<file path="config.mk">
export PLATFORM = sky130hd
export DESIGN_NAME = matrix_mult_seq
export DESIGN_NICKNAME = d
export VERILOG_FILES = /design/src/rtl/matrix_mult_seq.sv
export SDC_FILE = /design/constraint.sdc
export NUM_CORES = 1
export LEC_CHECK = 0
export CAP_MARGIN = 20
export CORE_ASPECT_RATIO = 1.1
export CORE_MARGIN = 5
export CORE_UTILIZATION = 40
export DETAILED_ROUTE_END_ITERATION = 7
export GPL_ROUTABILITY_DRIVEN = 0
export GPL_TIMING_DRIVEN = 0
export SKIP_CTS_REPAIR_TIMING = 1
export SLEW_MARGIN = 0
export SYNTH_ARGS = -nofsm -noshare
export SYNTH_HDL_FRONTEND = slang
export SYNTH_SLANG_ARGS = --single-unit
</file>
<file path="constraint.sdc">
create_clock -name clk -period 4.05 [get_ports clk]
set_input_delay 0.405 -clock clk [delete_from_list [all_inputs] [get_ports clk]]
set_output_delay 0.405 -clock clk [all_outputs]
set_load 0.01 [all_outputs]
</file>
<file path="src/rtl/matrix_mult_seq.sv">
// matrix_mult_seq: sequential N x N integer matrix multiply C = A x B, one multiply-accumulate per clock.
// Latency: N^3 cycles from the start-sampling edge to the one-cycle done pulse; c updates only on that edge.
// Backpressure: none; start is ignored while busy. Define MATMUL_SIGNED_EN for two's-complement elements.
module matrix_mult_seq #(
  parameter int N = 3,
  parameter int W = 1,
  localparam int OW = 2 * W + $clog2(N)
) (
  input  logic              clk,
  input  logic              rst_n,
  input  logic              start,
  input  logic [N*N*W-1:0]  a,
  input  logic [N*N*W-1:0]  b,
  output logic              busy,
  output logic              done,
  output logic [N*N*OW-1:0] c
);

  localparam int IW = $clog2(N);
  localparam logic [IW-1:0] LAST = IW'(N - 1);

  typedef enum logic {IDLE, RUN} state_t;

  state_t              r_state;
  state_t              w_state_nxt;
  logic                w_capture;
  logic                w_mac;
  logic                w_last;

  logic [N*N*W-1:0]    r_a;
  logic [N*N*W-1:0]    r_b;
  logic [OW-1:0]       r_acc;
  logic [IW-1:0]       r_i;
  logic [IW-1:0]       r_j;
  logic [IW-1:0]       r_k;
  logic [N*N*OW-1:0]   r_buf;
  logic [N*N*OW-1:0]   r_c;
  logic                r_done;

  logic [31:0]         w_a_base;
  logic [31:0]         w_b_base;
  logic [31:0]         w_c_base;
  logic [W-1:0]        w_a_elem;
  logic [W-1:0]        w_b_elem;
  logic [OW-1:0]       w_a_ext;
  logic [OW-1:0]       w_b_ext;
  logic [OW-1:0]       w_prod;
  logic [OW-1:0]       w_acc_nxt;
  logic [N*N*OW-1:0]   w_buf_upd;

  // Operand selection: A[i][k] and B[k][j] from the captured copies.
  assign w_a_base = (32'(r_i) * 32'(N) + 32'(r_k)) * 32'(W);
  assign w_b_base = (32'(r_k) * 32'(N) + 32'(r_j)) * 32'(W);
  assign w_c_base = (32'(r_i) * 32'(N) + 32'(r_j)) * 32'(OW);
  assign w_a_elem = r_a[w_a_base +: W];
  assign w_b_elem = r_b[w_b_base +: W];

`ifdef MATMUL_SIGNED_EN
  assign w_a_ext = {{(OW - W){w_a_elem[W-1]}}, w_a_elem};
  assign w_b_ext = {{(OW - W){w_b_elem[W-1]}}, w_b_elem};
`else
  assign w_a_ext = {{(OW - W){1'b0}}, w_a_elem};
  assign w_b_ext = {{(OW - W){1'b0}}, w_b_elem};
`endif

  // OW-bit product is exact in both modes, so truncation never loses information.
  assign w_prod    = w_a_ext * w_b_ext;
  assign w_acc_nxt = r_acc + w_prod;

  // Result buffer with the current (i,j) element replaced by the finished dot product.
  always_comb begin
    w_buf_upd = r_buf;
    w_buf_upd[w_c_base +: OW] = w_acc_nxt;
  end

  // FSM state register.
  always_ff @(posedge clk) begin
    if (!rst_n) r_state <= IDLE;
    else        r_state <= w_state_nxt;
  end

  // FSM next-state and control strobes.
  always_comb begin
    w_state_nxt = r_state;
    w_capture   = 1'b0;
    w_mac       = 1'b0;
    w_last      = 1'b0;
    case (r_state)
      IDLE: begin
        if (start) begin
          w_capture   = 1'b1;
          w_state_nxt = RUN;
        end
      end
      RUN: begin
        w_mac = 1'b1;
        if (r_i == LAST && r_j == LAST && r_k == LAST) begin
          w_last      = 1'b1;
          w_state_nxt = IDLE;
        end
      end
      default: w_state_nxt = IDLE;
    endcase
  end

  // Datapath: operand capture, MAC, index walk, result buffer and atomic c update.
  always_ff @(posedge clk) begin
    if (!rst_n) begin
      r_a    <= '0;
      r_b    <= '0;
      r_acc  <= '0;
      r_i    <= '0;
      r_j    <= '0;
      r_k    <= '0;
      r_buf  <= '0;
      r_c    <= '0;
      r_done <= 1'b0;
    end else begin
      r_done <= w_last;
      if (w_capture) begin
        r_a   <= a;
        r_b   <= b;
        r_acc <= '0;
        r_i   <= '0;
        r_j   <= '0;
        r_k   <= '0;
      end else if (w_mac) begin
        if (r_k != LAST) begin
          r_acc <= w_acc_nxt;
          r_k   <= r_k + IW'(1);
        end else begin
          r_buf <= w_buf_upd;
          r_acc <= '0;
          r_k   <= '0;
          if (r_j == LAST) begin
            r_j <= '0;
            r_i <= (r_i == LAST) ? '0 : r_i + IW'(1);
          end else begin
            r_j <= r_j + IW'(1);
          end
          if (w_last) r_c <= w_buf_upd;
        end
      end
    end
  end

  assign busy = (r_state == RUN);
  assign done = r_done;
  assign c    = r_c;

endmodule

</file>
==> results of run 1 <==
## through the flow
step | std cells | worst slack [ps] | setup TNS (ps) | utilization [%]
2_1_floorplan | 608 | 594 | 0 | -
3_3_place_gp | 822 | -202 | -631 | 47.1
3_5_place_dp | 822 | -251 | -1470 | 47.1
4_1_cts | 838 | -288 | -2330 | 49.6
5_1_grt | 836 | -17.8 | -39.0 | 50.1
6_report | 836 | 163 | 0 | 50.1
## power by group through the flow
stage	Clock, mW	Sequential (mW)	Combinational (mW)
finish	0.924	1.02	0.102
global route	0.987	1.02	0.113
CTS	0.943	1.02	0.102
detailed placement	0	1.04	0.101
global placement	0	1.04	0.0996
floorplan	0	1.04	0.0601
## cell families (layout without fill, tap and decap cells)
| kind of cell | after synthesis | in the layout |
|---|---|---|
| xor+xnor | 8 | 8 |
| buf+inv | 55 | 126 |
| mux | 18 | 18 |
| fa+ha+maj | 22 | 22 |
| flops | 102 | 102 |
| simple gates | 237 | 237 |
| compound gates | 166 | 166 |
## registers in the layout, indices dropped and copies added (netlist names)
signal,cells
r_b,9
r_k,2
r_acc,4
done,1
r_a,9
busy,1
r_i,2
c,36
r_buf,36
r_j,2
## cells in the mapped netlist (2+ instances only)
library cell / count
nand3_1: 45
ha_1: 18
o21ai_0: 31
fa_1: 4
or3_1: 3
mux2i_1: 14
xnor3_1: 2
a21oi_1: 67
a22oi_1: 2
o21a_1: 2
nor2b_1: 4
dfxtp_1: 102
buf_2: 9
o21ai_1: 4
nand2b_1: 4
nor3_2: 2
o211ai_1: 36
inv_1: 13
buf_6: 3
inv_2: 2
and2_1: 4
nand4_1: 8
nor2_1: 31
nand3b_1: 3
buf_1: 5
clkbuf_1: 20
a31oi_1: 4
nor4bb_1: 3
and3_1: 8
nand2_1: 95
and3_4: 2
or2_2: 3
mux4_2: 4
nor3_1: 9
a311oi_1: 2
o221ai_1: 2
buf_4: 3
a221o_1: 10
xor2_1: 2
## cells in the final DEF, fill, tap and decap left out, types with 3 or more instances in the layout
master / Yosys / routed
o21ai_0: 31 / 29
clkdlybuf4s50_1: 0 / 57
nand3b_1: 3 / 3
nand2b_1: 4 / 4
clkbuf_8: 0 / 3
nand3_1: 45 / 45
buf_2: 9 / 9
a221o_1: 10 / 10
dfxtp_1: 102 / 101
inv_1: 13 / 13
nor2_1: 31 / 30
nand4_1: 8 / 8
nand2_1: 95 / 95
mux4_2: 4 / 4
clkbuf_16: 0 / 9
or2_2: 3 / 3
buf_6: 3 / 3
o211ai_1: 36 / 36
nor2b_1: 4 / 4
nor3_4: 1 / 3
xor2_2: 1 / 3
nor3_1: 9 / 7
o21ai_1: 4 / 6
a31oi_1: 4 / 4
buf_1: 5 / 5
ha_1: 18 / 16
fa_1: 4 / 4
or3_1: 3 / 3
mux2i_1: 14 / 14
and3_1: 8 / 7
a21oi_1: 67 / 67
and2_1: 4 / 3
clkbuf_1: 20 / 17
buf_4: 3 / 3
## critical path, cell delays in order (launching register included)
cell     delay [ps]
dfxtp_2         390
inv_1           110
ha_1            350
inv_1           100
fa_1            610
mux4_2          350
o31ai_1         250
o21a_1          160
a21oi_1          40
and3_1          150
ha_2            180
ha_2            200
xnor2_2         210
nor3_2          410
nand3_1         180
nand3_1         120
## layout make-up
| type | instances | area [um^2] | share of cell area [%] |
|---|---|---|---|
| Inverter | 15 | 56.3 | 0.890 |
| Clock inverter | 4 | 52.6 | 0.830 |
| Timing Repair Buffer | 57 | 571 | 9.01 |
| Buffer | 38 | 189 | 2.98 |
| Tap cell | 157 | 196 | 3.10 |
| Clock buffer | 12 | 267 | 4.21 |
| Multi-Input combinational cell | 451 | 2960 | 46.7 |
| Sequential cell | 102 | 2040 | 32.3 |
## worst max-delay path by stage
| stage | startpoint | endpoint | cells past startpoint |
|---|---|---|---|
| finish | r_i[0] | c[26] | 15 |
| CTS | r_i[0] | c[26] | 15 |
| detailed placement | r_i[0] | c[26] | 15 |
| global placement | r_i[0] | c[26] | 15 |
| global route | r_i[0] | r_buf[34] | 13 |
| floorplan | r_i[0] | c[9] | 14 |
## per-layer routing
metal  up-vias  wire length [um]
li1       2331                 -
met2       183              7240
met5         -                 0
met3        33               866
met4         0               489
met1      2245              6320
==> results.ini, run 1 <==
[synth]
syn-cell-area_mm2 = 0.00519
syn_inst = 608
synth-edff-count = 0
synth_area_leaders = dfxtp_1 39%, nand2_1 6.9%, a21oi_1 6.5%
synth-xor-area-share_pct = 2.48
synth_simple_gate_area_share_pct = 23.3
synth_flop_cell = dfxtp_1
yosysWarnings = 0
synth_top_area_share_pct = 39.4
synth-async-reset-ratio_pct = 0
syn-num-nets = 651
synth-adder-area-share_pct = 5.89
synth.area.mux_share_pct = 4.44
ys_ff_latch = 102
syn_area_per_cell_um2 = 8.53
yosys.area.top_type = dfxtp_1
synth-seq-area-share_pct = 39.4
synth-compound-area-share_pct = 19.7
synth_top_family_by_area = simple AND/OR/NAND/NOR gates
ys_types = 62

[worst_setup_path]
path_class = reg2reg
crit_arrival_ps = 4190
critPathRequiredTime_ps = 4350
start_kind = register
path_max_fanout = 5
r2r_slack_ps = 160
reg2reg_from = r_i[0]
setup.worst_path.end_class = register
r2r-end = c[26]
reg2regPathDepth = 15

[global_route]
grt_max_degree = 17
use_met3_pct = 3.67
busiest_layer = met2
grt_usage_pct = 19.9
met1_usage_pct = 23.7
grt_pass1_vias = 4741
grt_overflow_total = 0
globalRouteMet2Util_pct = 34.3
antenna_found_initial = 0
grt_pass1_wl_um = 24400

[timing]
layout_min_cycle_time_ps = 3890
worst_pin_slew_ps = 746
finalMaxSlewViolations = 0
fin_hold_ws_ps = 448
setup_violations = 0
fmax_mhz = 257
hold_viol = 0
finalCritPeriodShare_pct = 96.0
maxSlewHeadroom_pct = 50.3
finalClockSkew_ps = 9.15

[clock_tree]
clock_sinks = 102
insertion_delay_ps = 360
clk_pin_slew_ps = 70
ctsHtreeMaxLevel = 3
cts_tree = yes
cts_made_buffers = 9
clock_path_buffers = 2
cts_root_buf = clkbuf_16

[floorplan]
coreArea_mm2 = 0.0126
die_area_mm2 = 0.0153
ios = 59
fp-row-count = 43
start_util_pct = 41.0
die_y_um = 129
dieWidth_um = 119

[power_and_ir_drop]
p_switching_uw = 456
p_total_mw = 2.05
p_seq_share_pct = 49.9
swShare_pct = 22.3
pwr_density_cell_mw_per_mm2 = 323
ir_worst_vdd_v = 0.000243
pwr-share-clk_pct = 45.1
leakage_nw = 2.22
p_int_mw = 1.59
power_frac_comb_pct = 5.0

[hold_path]
hold_class = in2reg
worst_hold_startpoint = rst_n
min_path_cells = 3
holdPathEnd = r_buf[33]

[finish]
drive_above_1_share_pct = 10.2
nets = 717
area.growth.synth_to_final_pct = 22.0
diodes = 0
final_area_mm2 = 0.00633
fillers = 1206

[run]
max_cap_viol_count = 0

[detailed_routing]
route.detailed.drc = 0
num_vias = 4792
viasPerCell = 5.73
drt_wl_total_um = 14900
first_pass_iters = 5
ant_nets = 0
detail_route.wl_per_cell_um = 17.8
first_iter_violations = 257

[place]
dpl_cell_area_mm2 = 0.00595
post-dp-hpwl_um = 11300
portBuffers = 57

[status]
status = completed

No activity file was read; power rests on OpenSTA's default activity.
==> inputs of run 2 (changes only) <==
--- a/config.mk
+++ b/config.mk
@@ -12,6 +12,7 @@
 export DETAILED_ROUTE_END_ITERATION = 7
 export GPL_ROUTABILITY_DRIVEN = 0
 export GPL_TIMING_DRIVEN = 0
+export PLACE_DENSITY_LB_ADDON = 0.12
 export SKIP_CTS_REPAIR_TIMING = 1
 export SLEW_MARGIN = 0
 export SYNTH_ARGS = -nofsm -noshare
==> run 2 against run 1 <==
Worst setup slack improved by 76 ps; sequential power about the same; critical path depth decreased by 1; maximum frequency increased by 2.0%; combinational power about the same; wire length increased by 0.32%; via count decreased by 1.3%; clock power decreased by 10%; die area unchanged; final area decreased by 0.69%; clock skew increased by 3.0 ps; non-clock buffer count unchanged; critical endpoint is now c[10]; largest cell class unchanged; largest power group unchanged; highest routed layer unchanged.
==> results.ini, run 2 (synthesis results as in run 1) <==
[clock_tree]
clock_path_buffers = 2
cts_tree = yes
ctsHtreeMaxLevel = 3
cts_made_buffers = 9
insertion_delay_ps = 360
clk_pin_slew_ps = 70
cts_root_buf = clkbuf_16
clock_sinks = 102

[place]
dpl_cell_area_mm2 = 0.00595
portBuffers = 57
post-dp-hpwl_um = 11300
dpl.cell_count = 822

[timing]
finalMaxSlewViolations = 0
maxSlewHeadroom_pct = 53.7
rsz0062_at_grt = no
finalClockSkew_ps = 12.2
setup_tns_ps = 0
layout_min_cycle_time_ps = 3810
finalCritPeriodShare_pct = 94.1
setup_violations = 0
worst_pin_slew_ps = 695
hold_viol = 0
fmax_mhz = 262

[hold_path]
worst_hold_startpoint = rst_n
hold_class = in2reg

[power_and_ir_drop]
p_seq_share_pct = 52.3
swShare_pct = 23.4
pwr-share-clk_pct = 42.5
power_frac_comb_pct = 5.2
pwr_density_cell_mw_per_mm2 = 310
p_int_mw = 1.50
p_switching_uw = 456
leakage_nw = 2.21
ir_worst_vdd_v = 0.000159
p_total_mw = 1.95

[worst_setup_path]
r2r_slack_ps = 240
start_kind = register
path_class = reg2reg
crit_arrival_ps = 4050
reg2reg_from = r_i[0]
path_max_fanout = 5
startpoint = r_i[0]
critPathRequiredTime_ps = 4290
setup.worst_path.end_class = register

[finish]
diodes = 0
drive_above_1_share_pct = 9.72
final_cell_count_no_fill = 836
final_common_cell = dfxtp_1
most-common-layout-cells = 101 x dfxtp_1, 95 x nand2_1, 67 x a21oi_1
final_area_mm2 = 0.00629
fin_util_pct = 49.7
area.growth.synth_to_final_pct = 21.2
nets = 717
fillers = 1254

[detailed_routing]
viasPerCell = 5.66
first_iter_violations = 322
detail_route.wl_per_cell_um = 17.9
route.detailed.drc = 0
ant_nets = 0
drt_wl_total_um = 15000
first_pass_iters = 4
num_vias = 4732

[floorplan]
ios = 59
die_y_um = 129
start_util_pct = 41.0
dieWidth_um = 119
die_area_mm2 = 0.0153
coreArea_mm2 = 0.0126
fp-row-count = 43

[global_route]
grt_overflow_total = 0
antenna_found_initial = 0
grt_usage_pct = 19.8
grt_pass1_wl_um = 24100
grt_max_degree = 17
grt_pass1_vias = 4665

[run]
max_cap_viol_count = 0

[status]
status = completed

## run 2: final cells by class
cell class / instances / area, um^2 / share of cell area, %
buffer: 38 / 189 / 3.01
clock buffer: 12 / 246 / 3.92
clock inverter: 4 / 30.0 / 0.478
inverter: 15 / 56.3 / 0.896
multi-input combinational: 451 / 2950 / 47.0
sequential: 102 / 2040 / 32.5
tap: 157 / 196 / 3.12
timing repair buffer: 57 / 571 / 9.08
## run 2: final timing paths
path                                   to  cells after the start
worst max-delay path                c[10]                     14
worst min-delay path            r_buf[33]                      3
worst max register to register      c[10]                     14
worst min register to register       c[0]                      2
## run 2: routing by layer
metal  share of wire (%)  GRT usage (%)  vias up
met5                   0              0        -
met4                 2.7           9.21        0
met3                 6.0           3.10       32
met2                  49           34.7      167
met1                  42           23.9     2208
li1                    -              -     2325
## run 2: power by group through the flow
stage / registers [mW] / logic, mW / clock network (mW)
after floorplan: 1.04 / 0.0601 / 0
after global placement: 1.04 / 0.0999 / 0
after detailed placement: 1.05 / 0.102 / 0
after CTS: 1.02 / 0.102 / 0.840
after global routing: 1.02 / 0.112 / 0.881
final: 1.02 / 0.101 / 0.829
## run 2: critical path, stage by stage, from the launching register on
cell,delay [ps]
dfxtp_2,380
inv_1,100
ha_1,350
inv_1,110
fa_1,620
mux4_2,360
o31ai_1,220
o21a_1,150
a21oi_1,30
and3_1,160
ha_2,180
ha_2,200
xnor2_2,370
nor3_4,120
a221o_1,330
## run 2: stage by stage
stage | hold WS, ps | setup slack (ps)
2_1_floorplan | 432 | 594
3_3_place_gp | 442 | -227
3_5_place_dp | 448 | -356
4_1_cts | 452 | -392
5_1_grt | 473 | 3.49
6_report | 453 | 239
